`src/rtl/wb_cache_ctrl.sv`:
```
// Direct-mapped, write-back, write-allocate cache controller with one word per line.
// Misses first write back a dirty victim, then fill the line, then re-run the compare.
module wb_cache_ctrl #(
  parameter int ADDR_W  = 10,
  parameter int DATA_W  = 20,
  parameter int INDEX_W = 4
) (
  input  logic              clk,
  input  logic              rst,
  input  logic              cpu_req,
  input  logic              cpu_rw,
  input  logic [ADDR_W-1:0] cpu_addr,
  input  logic [DATA_W-1:0] cpu_wdata,
  output logic [DATA_W-1:0] cpu_rdata,
  output logic              cpu_ready,
  output logic              cpu_busy,
  output logic              hit,
  output logic              mem_req,
  output logic              mem_rw,
  output logic [ADDR_W-1:0] mem_addr,
  output logic [DATA_W-1:0] mem_wdata,
  input  logic [DATA_W-1:0] mem_rdata,
  input  logic              mem_ack
);

  localparam int LINES = 2**INDEX_W;
  localparam int TAG_W = ADDR_W - INDEX_W;

  typedef enum logic [1:0] {S_IDLE, S_COMPARE, S_WRITEBACK, S_ALLOCATE} state_e;

  state_e              state_q, state_d;
  logic [ADDR_W-1:0]   addr_q, addr_d;
  logic [DATA_W-1:0]   wdata_q, wdata_d;
  logic                rw_q, rw_d;
  logic                retry_q, retry_d;
  logic [DATA_W-1:0]   rdata_q, rdata_d;
  logic                ready_q, ready_d;
  logic                hit_q, hit_d;
  logic [LINES-1:0]    valid_q, dirty_q;
  logic [TAG_W-1:0]    tag_q  [LINES];
  logic [DATA_W-1:0]   data_q [LINES];

  logic [INDEX_W-1:0]  idx;
  logic [TAG_W-1:0]    tag_l;
  logic                lookup_hit;
  logic                wr_hit, wb_done, fill;

  assign idx        = addr_q[INDEX_W-1:0];
  assign tag_l      = addr_q[ADDR_W-1:INDEX_W];
  assign lookup_hit = valid_q[idx] && (tag_q[idx] == tag_l);

  assign cpu_rdata = rdata_q;
  assign cpu_ready = ready_q;
  assign hit       = hit_q;
  assign cpu_busy  = (state_q != S_IDLE);

  always_comb begin
    state_d   = state_q;
    addr_d    = addr_q;
    wdata_d   = wdata_q;
    rw_d      = rw_q;
    retry_d   = retry_q;
    rdata_d   = rdata_q;
    ready_d   = 1'b0;
    hit_d     = 1'b0;
    wr_hit    = 1'b0;
    wb_done   = 1'b0;
    fill      = 1'b0;
    mem_req   = 1'b0;
    mem_rw    = 1'b0;
    mem_addr  = addr_q;
    mem_wdata = '0;
    case (state_q)
      S_IDLE: begin
        if (cpu_req) begin
          addr_d  = cpu_addr;
          wdata_d = cpu_wdata;
          rw_d    = cpu_rw;
          retry_d = 1'b0;
          state_d = S_COMPARE;
        end
      end
      S_COMPARE: begin
        if (lookup_hit) begin
          ready_d = 1'b1;
          hit_d   = !retry_q;
          if (rw_q) wr_hit  = 1'b1;
          else      rdata_d = data_q[idx];
          state_d = S_IDLE;
        end else begin
          retry_d = 1'b1;
          state_d = (valid_q[idx] && dirty_q[idx]) ? S_WRITEBACK : S_ALLOCATE;
        end
      end
      S_WRITEBACK: begin
        mem_req   = 1'b1;
        mem_rw    = 1'b1;
        mem_addr  = {tag_q[idx], idx};
        mem_wdata = data_q[idx];
        if (mem_ack) begin
          wb_done = 1'b1;
          state_d = S_ALLOCATE;
        end
      end
      S_ALLOCATE: begin
        mem_req = 1'b1;
        if (mem_ack) begin
          fill    = 1'b1;
          state_d = S_COMPARE;
        end
      end
      default: state_d = S_IDLE;
    endcase
  end

  always_ff @(posedge clk or posedge rst) begin
    if (rst) begin
      state_q <= S_IDLE;
      addr_q  <= '0;
      wdata_q <= '0;
      rw_q    <= 1'b0;
      retry_q <= 1'b0;
      rdata_q <= '0;
      ready_q <= 1'b0;
      hit_q   <= 1'b0;
      valid_q <= '0;
      dirty_q <= '0;
    end else begin
      state_q <= state_d;
      addr_q  <= addr_d;
      wdata_q <= wdata_d;
      rw_q    <= rw_d;
      retry_q <= retry_d;
      rdata_q <= rdata_d;
      ready_q <= ready_d;
      hit_q   <= hit_d;
      if (fill) begin
        valid_q[idx] <= 1'b1;
        dirty_q[idx] <= 1'b0;
      end
      if (wb_done) dirty_q[idx] <= 1'b0;
      if (wr_hit)  dirty_q[idx] <= 1'b1;
    end
  end

  // Tag/data storage is unreset; write enables are all gated by a non-IDLE state.
  always_ff @(posedge clk) begin
    if (fill) begin
      data_q[idx] <= mem_rdata;
      tag_q[idx]  <= tag_l;
    end
    if (wr_hit) data_q[idx] <= wdata_q;
  end

endmodule
```
`config.mk`:
```
export PLATFORM = sky130hd
export DESIGN_NAME = wb_cache_ctrl
export DESIGN_NICKNAME = d
export VERILOG_FILES = /design/src/rtl/wb_cache_ctrl.sv
export SDC_FILE = /design/constraint.sdc
export NUM_CORES = 1
export LEC_CHECK = 0
export CAP_MARGIN = 15
export CORE_UTILIZATION = 43
export CTS_CLUSTER_SIZE = 12
export DETAILED_ROUTE_END_ITERATION = 16
export PLACE_DENSITY_LB_ADDON = 0.12
export SLEW_MARGIN = 20
export SYNTH_ARGS = -nofsm -noshare
export SYNTH_HDL_FRONTEND = slang
export SYNTH_SLANG_ARGS = --single-unit
```
`constraint.sdc`:
```
create_clock -name clk -period 7.6 [get_ports clk]
set_clock_uncertainty 0.15 [all_clocks]
set_input_delay 1.14 -clock clk [delete_from_list [all_inputs] [get_ports clk]]
set_output_delay 1.14 -clock clk [all_outputs]
set_load 0.01 [all_outputs]
```
* Yosys cells after proc, flatten, opt, wreduce, memory -nomap -nowiden
Memories as Yosys holds them, arrays and structs flattened.
Cells that the tools add are included.
** Storage, ports and cells
- Bits in registers :: 88
- Memory bits (writable) :: 416
- Bits of input ports :: 55
- Output and inout bits :: 55
- Logic and storage cells :: 78
- Memories kept :: 2
** Operators by class
- Order comparisons :: 2
- Eq/ne operators :: 8
- Muxes and demuxes :: 37
- Bitwise logic cells :: 7
- Reduce and logical (&&, ||, !) cells :: 12
** Memories
- data_q :: depth 16, bits a word 20, read ports 1, clocked after Yosys merged registers in 0, wr ports 1, RTL line 41 : logic [DATA_W-1:0] data_q [LINES];
- tag_q :: depth 16, bits a word 6, read ports 1, clocked after Yosys merged registers in 0, wr ports 1, RTL line 40 : logic [TAG_W-1:0] tag_q [LINES];
** Operators by type and width (number)
- $mux 16 :: 3
- $mux 20 :: 2
- $and 16x16->16 :: 2
- $or 16x16->16 :: 2
- $mux 1 :: 22
- $not 16->16 :: 1
- $mux 10 :: 1
- $reduce_and 3->1 :: 3
- $bmux 1 s4 :: 2
- $mux 2 :: 4
- $ne 2x2->1 const B :: 4
- $pmux 2 s4 :: 1
- $eq 6x6->1 :: 1
- $lt 4x5->1 const B :: 1
- $demux 1 s4 :: 1
- $eq 2x2->1 const B :: 2
- $ge 4x1->1 const B :: 1
- $reduce_bool 2->1 :: 2
- $logic_and 1x1->1 :: 3
- $eq 2x1->1 const B :: 1
- $logic_not 2->1 :: 1
- $pmux 1 s2 :: 1
- $reduce_and 2->1 :: 1
- $reduce_or 2->1 :: 1
- 3 further kinds :: 3

* Longest topological paths before layout
Gate-level depths: netlist of run 1.
- Depth after elaboration :: 11
- Gate-level depth with buffers :: 12
- Depth with buffers taken out :: 7

* Least setup slack after synthesis of run 1
Ideal clock, no wire load.
- Kind :: register -> output
- Start :: register addr_q[0]
- End :: output mem_wdata[18]
- Arrival :: 2522 ps
- Data required time :: 6310 ps
- Setup slack :: 3788 ps
- Stages on the path, launching flop included :: 8
- Path through :: dfrtp_1 -> buf_6 -> buf_6 -> buf_2 -> buf_1 -> mux4_2 -> mux4_2 -> and2_1
** Between the ends
- Cells in the longest elaborated chain, start to end :: 2
** Ends and longest elaborated chain
- from (decl) :: RTL line 32 : logic [ADDR_W-1:0] addr_q, addr_d;
- from (signal assigned) :: RTL line 130 : addr_q <= addr_d;
- $mem_v2 16x20
- $mux 20 :: RTL line 73 : case (state_q)
- to (decl) :: RTL line 21 : output logic [DATA_W-1:0] mem_wdata,
No other way between the ends.

* Worst setup path after layout of run 1
- Start :: register addr_q[1]
- End :: output mem_wdata[16]
Same word-level chain as after synthesis.

==> metrics.json, run 1 <==
{
  "status": {
    "outcome": "finished with violations",
    "violations": "DRC"
  },
  "clock_tree": {
    "cts_setup_buffers": 0,
    "post_cts_resize_count": 0,
    "clk_latency_ps": 590,
    "cts_tree": "built",
    "cts_inserted_buffers": 53,
    "holdBufCountCts": 0,
    "tritoncts_num_sinks": 504,
    "worst_setup_hold_path_clk_slew_ps": 60,
    "ctsHtreeMaxLevel": 2,
    "clockBufferDepth": 3,
    "cts-root-buf": "sky130_fd_sc_hd__clkbuf_16"
  },
  "finish": {
    "layout_common_cells": "sky130_fd_sc_hd__edfxtp_1, sky130_fd_sc_hd__mux4_2, sky130_fd_sc_hd__clkdlybuf4s50_1, sky130_fd_sc_hd__dfrtp_1, sky130_fd_sc_hd__clkbuf_16",
    "layout-area-overhead-vs-synth_pct": 17.4,
    "final_common_cell": "sky130_fd_sc_hd__edfxtp_1",
    "antenna_cells": 0,
    "drive_above_1_share_pct": 28.4,
    "summed_area_of_non_filler_cells_in_the_final_layout_um2": 24000,
    "finalNetCount": 1227,
    "filler_cell_count": 3800
  },
  "timing": {
    "totalNegativeSetupSlack_ps": 0,
    "hold_violations": 0,
    "final-max-slew-violation-count": 0,
    "slew_headroom_pct": 25.1,
    "report.final.setup_viol": 0,
    "grt_setup_unrepaired": "false",
    "period_minus_slack_ps": 5370,
    "final_setup_margin_ps": 2230,
    "min_period_over_period_pct": 70.6,
    "worst_pin_slew_ps": 1120,
    "fmax_mhz": 186
  },
  "die": {
    "placement_rows": 79,
    "start_util_pct": 43.7,
    "boundaryPins": 110,
    "floorplan.die_area_um2": 48400,
    "chipHeight_um": 220,
    "fp.dieW_um": 220,
    "core_area_um2": 46800
  },
  "drt": {
    "postRouteWirelength_um": 48100,
    "postRouteAntennaNets": 0,
    "initialDrtViolationCount": 923,
    "routed_via_density": 5.66,
    "drcViolationCount": 14,
    "detailroute.via_count": 10300,
    "drt_pass1_iterations": 11,
    "routed_wire_per_std_cell_um": 26.4
  },
  "yosys": {
    "flops_latches_synth": 504,
    "synthesis.instances": 1033,
    "ys_dominant_reg_cell": "sky130_fd_sc_hd__edfxtp_1",
    "yosys_warnings": 0,
    "number_of_unique_standard_cell_types_used_by_synthesis": 53,
    "postSynth.asyncResetShare_pct": 17.5,
    "synth_edf_count": 416,
    "yosys-top-cells-area": "sky130_fd_sc_hd__edfxtp_1, sky130_fd_sc_hd__mux4_2, sky130_fd_sc_hd__dfrtp_1",
    "post-synth-top-area-fraction_pct": 61.1,
    "synth_net_count": 1092,
    "synth_top_cell_by_area": "sky130_fd_sc_hd__edfxtp_1",
    "synth_sequential_area_ratio_pct": 71.9,
    "post_synth.cell_area_avg_um2": 19.8,
    "netlist_area_um2": 20400
  },
  "global_routing": {
    "grt_antenna_before_repair": 0,
    "global_route.peak_usage_layer": "met2",
    "grt_util_met2_pct": 32.2,
    "tot_gr_track_use_pct": 20.5,
    "grt_pass1_wl_um": 70700,
    "grt_max_degree": 58,
    "grt_use_met1_pct": 29.9,
    "globalRoute.totalOverflow": 0,
    "first_global_vias": 10600,
    "groute.layer.met3.usage_pct": 3.17
  },
  "hold_path": {
    "hold_class": "flop to flop"
  },
  "critical_path": {
    "crit_chain": "buf_4 > mux4_2 > mux4_2 > and2_1 > clkdlybuf4s50_1",
    "worst-path-max-fanout": 57,
    "worst_path_max_delay_cell": "sky130_fd_sc_hd__dfrtp_4",
    "timing.critical_path.from_type": "flop",
    "critPathMaxStageDelay_ps": 960,
    "worst-endpoint-required_ps": 6310,
    "endpoint_kind": "output port",
    "path_class": "flop to output port",
    "crit_top_cell": "sky130_fd_sc_hd__mux4_2",
    "cp_arrival_ps": 4080
  },
  "power": {
    "share_clk_of_total_power_pct": 29.1,
    "ir_drop_v": 0.000165,
    "power.net_switching_w": 0.00264,
    "power.share.switching_pct": 30.2,
    "pwr-share-comb_pct": 29.4,
    "design_power_total_w": 0.00876,
    "pwr_density_cell_nw_per_um2": 365,
    "power.static_leakage_nw": 8.13,
    "cell_internal_pwr_w": 0.00612,
    "seqPwrFrac_pct": 41.5
  },
  "placement": {
    "post_dp_cell_area_um2": 22300,
    "place.detailed.hpwl_um": 28100,
    "preCtsSetupSlack_ps": 2800,
    "gp_congestion": 0.796,
    "port_buffers": 109
  },
  "flow_run": {
    "maxCapViolations": 0
  }
}
-- routing by layer --
metal  vias to the layer above  share of wire [%]
met2                       319                 48
met1                      5447                 45
li1                       4451                  -
met4                         0                1.6
met3                        59                5.4
met5                         -                  0
-- cell usage after synthesis, types with 2 or more instances --
library cell and instances:
sky130_fd_sc_hd__nor2b_1 26, sky130_fd_sc_hd__nor2_1 28, sky130_fd_sc_hd__buf_1 14, sky130_fd_sc_hd__nand2_1 17, sky130_fd_sc_hd__dfrtp_1 88, sky130_fd_sc_hd__nor4_1 3, sky130_fd_sc_hd__nand3_1 9, sky130_fd_sc_hd__edfxtp_1 416
sky130_fd_sc_hd__nand2b_1 4, sky130_fd_sc_hd__or2_2 16, sky130_fd_sc_hd__buf_2 11, sky130_fd_sc_hd__buf_6 7, sky130_fd_sc_hd__a22oi_1 8, sky130_fd_sc_hd__o41ai_1 17, sky130_fd_sc_hd__and2_1 23, sky130_fd_sc_hd__a21oi_1 6
sky130_fd_sc_hd__nor3_1 6, sky130_fd_sc_hd__and3_1 3, sky130_fd_sc_hd__clkbuf_1 21, sky130_fd_sc_hd__buf_4 6, sky130_fd_sc_hd__mux2i_1 40, sky130_fd_sc_hd__a22o_1 7, sky130_fd_sc_hd__nand4_1 3, sky130_fd_sc_hd__mux2_2 54
sky130_fd_sc_hd__mux4_2 117, sky130_fd_sc_hd__ha_1 4, sky130_fd_sc_hd__o21ai_0 24, sky130_fd_sc_hd__mux2_4 20, sky130_fd_sc_hd__inv_1 10, sky130_fd_sc_hd__nor3_2 2
-- power groups by stage --
stage               combinational, W  clock [W]  sequential, W
floorplan                    0.00190          0        0.00352
global placement             0.00258          0        0.00369
detailed placement           0.00259          0        0.00370
CTS                          0.00260    0.00261        0.00364
global route                 0.00276    0.00270        0.00369
finish                       0.00258    0.00255        0.00364
-- state kept, by name, indices dropped and copies added, names as in the netlist --
register and flops:
hit 1, dirty_q 16, cpu_rdata 20, wdata_q 20, retry_q 1, valid_q 16
rw_q 1, data_q 320, tag_q 96, addr_q 10, cpu_ready 1, state_q 2
-- worst max-delay path: cells and delay by family, from the launching register on --
family,cells,cell delay (ps)
and+or+nand+nor,1,190
muxes,2,1000
buffers and inverters,2,1300
DFF,1,960
-- kinds of logic (layout without fill, tap and decap cells) --
kind of cell	after synthesis	after routing	share of synthesized area (%)
and+or+nand+nor	148	148	4.08
AOI/OAI and AO/OA	74	74	2.55
DFF	504	504	71.9
muxes	231	231	19.3
adders and majority gates	4	4	0.245
buffers and inverters	71	248	1.87
xor gates and xnor gates	1	1	0.0429
-- final cells by class --
cell class | instances | area (µm²) | area share (%)
Sequential cell | 504 | 14700 | 61.3
Clock inverter | 16 | 154 | 0.641
Multi-Input combinational cell | 458 | 5410 | 22.6
Tap cell | 607 | 759 | 3.17
Clock buffer | 81 | 1560 | 6.52
Timing Repair Buffer | 141 | 1360 | 5.65
Inverter | 10 | 40.0 | 0.167
-- stage by stage --
step | utilization [%] | instances | hold slack, ps
after floorplan | - | 1033 | 284
after global placement | 47.6 | 1720 | 295
after detailed placement | 47.6 | 1720 | 302
after CTS | 51.3 | 1817 | 316
after global routing | 51.3 | 1817 | 329
final | 51.3 | 1817 | 313
-- path summary, 6_finish.rpt --
check / from / endpoint / slack (ps) / cells after the start
min: valid_q[6]$_DFFE_PP0P_ / valid_q[6]$_DFFE_PP0P_ / 310 / 1
min in group asynchronous: rst / wdata_q[15]$_DFFE_PP0P_ / 770 / 2
max: addr_q[1]$_DFFE_PP0P_ / mem_wdata[16] / 2230 / 5
max reg2reg: addr_q[3]$_DFFE_PP0P_ / data_q[8][6]$_DFFE_PP_ / 2730 / 9
min reg2reg: valid_q[6]$_DFFE_PP0P_ / valid_q[6]$_DFFE_PP0P_ / 310 / 1
max in group asynchronous: rst / addr_q[1]$_DFFE_PP0P_ / 5240 / 3
(Power assumes the default switching activity.)
==> inputs of run 2 (changes only) <==
- clock period: 7.6 -> 4.84 ns (I/O delays scaled with it)
==> run 2 against run 1 <==
  * First-iteration DRC count shrank 16%
  * Die area stayed put
  * Combinational power up 58%
  * Final cell count rose by 0.66%
  * Register-to-register slack lost 2000 ps
  * Sequential share of layout area is 0.14 points lower
  * Critical path type unchanged
  * Non-clock buffer count grew 11
  * The flow still finishes with violations (DRC)
  * Sequential power grew 57%
  * Clock power is 48% higher
  * Hold slack improved by 0.88 ps
  * Final area up 0.23%
==> metrics.json, run 2 (same netlist as run 1, synthesis figures left out) <==
{
  "status": {
    "outcome": "finished with violations",
    "violations": "DRC"
  },
  "power": {
    "pwr-share-comb_pct": 30.1,
    "cell_internal_pwr_w": 0.00943,
    "ir_drop_v": 0.000265,
    "pwr_density_cell_nw_per_um2": 564,
    "share_clk_of_total_power_pct": 27.9,
    "seqPwrFrac_pct": 42.0,
    "power.net_switching_w": 0.00413,
    "power.static_leakage_nw": 8.13,
    "design_power_total_w": 0.0136,
    "power.share.switching_pct": 30.4
  },
  "global_routing": {
    "grt_pass1_wl_um": 71200,
    "grt_max_degree": 69,
    "globalRoute.totalOverflow": 0,
    "tot_gr_track_use_pct": 20.7,
    "grt_antenna_before_repair": 0,
    "first_global_vias": 10700
  },
  "clock_tree": {
    "ctsHtreeMaxLevel": 2,
    "holdBufCountCts": 0,
    "cts_setup_buffers": 0,
    "cts-root-buf": "sky130_fd_sc_hd__clkbuf_16",
    "clockBufferDepth": 3,
    "cts_inserted_buffers": 52,
    "cts_tree": "built",
    "tritoncts_num_sinks": 504,
    "post_cts_resize_count": 0,
    "clk_latency_ps": 600,
    "worst_setup_hold_path_clk_slew_ps": 60
  },
  "drt": {
    "routed_wire_per_std_cell_um": 26.4,
    "postRouteWirelength_um": 48300,
    "routed_via_density": 5.62,
    "postRouteAntennaNets": 0,
    "initialDrtViolationCount": 775,
    "drt_pass1_iterations": 10,
    "detailroute.via_count": 10300,
    "drcViolationCount": 14
  },
  "critical_path": {
    "critPathMaxStageDelay_ps": 860,
    "setup.reg_to_reg.worst_slack_ps": 730,
    "worst_path_max_delay_cell": "sky130_fd_sc_hd__dfrtp_4",
    "worst-path-max-fanout": 54,
    "critical_path.reg2reg.startpoint": "addr_q[1]$_DFFE_PP0P_",
    "crit_family": "buffers and inverters",
    "timing.rr.end": "data_q[2][1]$_DFFE_PP_",
    "crit_chain": "buf_6 > mux4_2 > mux4_2 > and2_1 > clkdlybuf4s50_1",
    "cp_num_buf_inv": 2,
    "cp_arrival_ps": 3690,
    "endpoint_kind": "output port",
    "reg2reg_depth": 9,
    "worst-endpoint-required_ps": 3960,
    "path_class": "flop to output port",
    "timing.critical_path.from_type": "flop",
    "crit_top_cell": "sky130_fd_sc_hd__mux4_2"
  },
  "die": {
    "core_area_um2": 46800,
    "boundaryPins": 110,
    "placement_rows": 79,
    "fp.dieW_um": 220,
    "floorplan.die_area_um2": 48400,
    "chipHeight_um": 220,
    "start_util_pct": 43.7
  },
  "timing": {
    "fmax_mhz": 219,
    "slew_headroom_pct": 26.8,
    "final_setup_margin_ps": 271,
    "min_period_over_period_pct": 94.4,
    "totalNegativeSetupSlack_ps": 0,
    "grt_setup_unrepaired": "false",
    "report.final.setup_viol": 0,
    "period_minus_slack_ps": 4570,
    "hold_violations": 0,
    "worst_pin_slew_ps": 1090,
    "final-max-slew-violation-count": 0,
    "tightest_hold_margin_ps": 314
  },
  "hold_path": {
    "min-delay-start": "valid_q[1]$_DFFE_PP0P_",
    "hold_path_depth": 1,
    "hold_path_end": "valid_q[1]$_DFFE_PP0P_",
    "hold_class": "flop to flop"
  },
  "finish": {
    "layout-area-overhead-vs-synth_pct": 17.7,
    "finalNetCount": 1237,
    "largest_register_ffs": 320,
    "layout_common_cells": "sky130_fd_sc_hd__edfxtp_1, sky130_fd_sc_hd__mux4_2, sky130_fd_sc_hd__clkdlybuf4s50_1, sky130_fd_sc_hd__dfrtp_1, sky130_fd_sc_hd__mux2_2",
    "regMostFlops": "data_q",
    "drive_above_1_share_pct": 28.4,
    "final_common_cell": "sky130_fd_sc_hd__edfxtp_1",
    "antenna_cells": 0,
    "final-instance-count-excl-fill": 1829,
    "reg.largest.list": "data_q: 320 flops, tag_q: 96 flops"
  },
  "placement": {
    "placedCellCount": 1731,
    "port_buffers": 109,
    "preCtsSetupSlack_ps": 655,
    "gp_congestion": 0.783,
    "place.detailed.hpwl_um": 27900
  },
  "flow_run": {
    "maxCapViolations": 0
  }
}
[run 2: area by class of cell]
class / instances / area [µm²]
clock buffers: 83 / 1480
flip-flops and latches: 504 / 14700
repair buffers: 152 / 1530
multi-input cells: 458 / 5410
inverters: 10 / 42.5
clock inverters: 15 / 124
well taps: 607 / 759
fillers: 3797 / 22700
[run 2: power by group through the flow]
| stage | logic, W | clock network (W) | registers [W] |
|---|---|---|---|
| global placement | 0.00409 | 0 | 0.00578 |
| CTS | 0.00413 | 0.00387 | 0.00571 |
| finish | 0.00408 | 0.00378 | 0.00570 |
| detailed placement | 0.00412 | 0 | 0.00580 |
| floorplan | 0.00299 | 0 | 0.00553 |
| global route | 0.00437 | 0.00403 | 0.00577 |
[run 2: how the worst max path moves through the flow]
stage,startpoint,endpoint,slack (ps),depth (start not counted)
floorplan,addr_q[3]$_DFFE_PP0P_,data_q[8][0]$_DFFE_PP_,1040,10
global placement,addr_q[1]$_DFFE_PP0P_,mem_wdata[0],670,5
detailed placement,addr_q[1]$_DFFE_PP0P_,mem_wdata[0],660,5
CTS,addr_q[1]$_DFFE_PP0P_,mem_wdata[0],6,5
global route,addr_q[0]$_DFFE_PP0P_,mem_wdata[1],150,5
finish,addr_q[1]$_DFFE_PP0P_,mem_wdata[0],270,5
[run 2: stage by stage]
stage | instance area (µm²) | util, %
2_1_floorplan | 20400 | -
3_3_place_gp | 22400 | 48.0
3_5_place_dp | 22400 | 48.0
4_1_cts | 24000 | 51.4
5_1_grt | 24000 | 51.4
6_report | 24000 | 51.4
[run 2: layer usage]
metal | share of wire [%] | wire length (µm) | GRT usage (%)
met4 | 1.7 | 828 | 5.40
met3 | 5.3 | 2580 | 3.59
met1 | 43 | 20800 | 28.4
met2 | 50 | 24100 | 34.2
met5 | 0 | 0 | 0
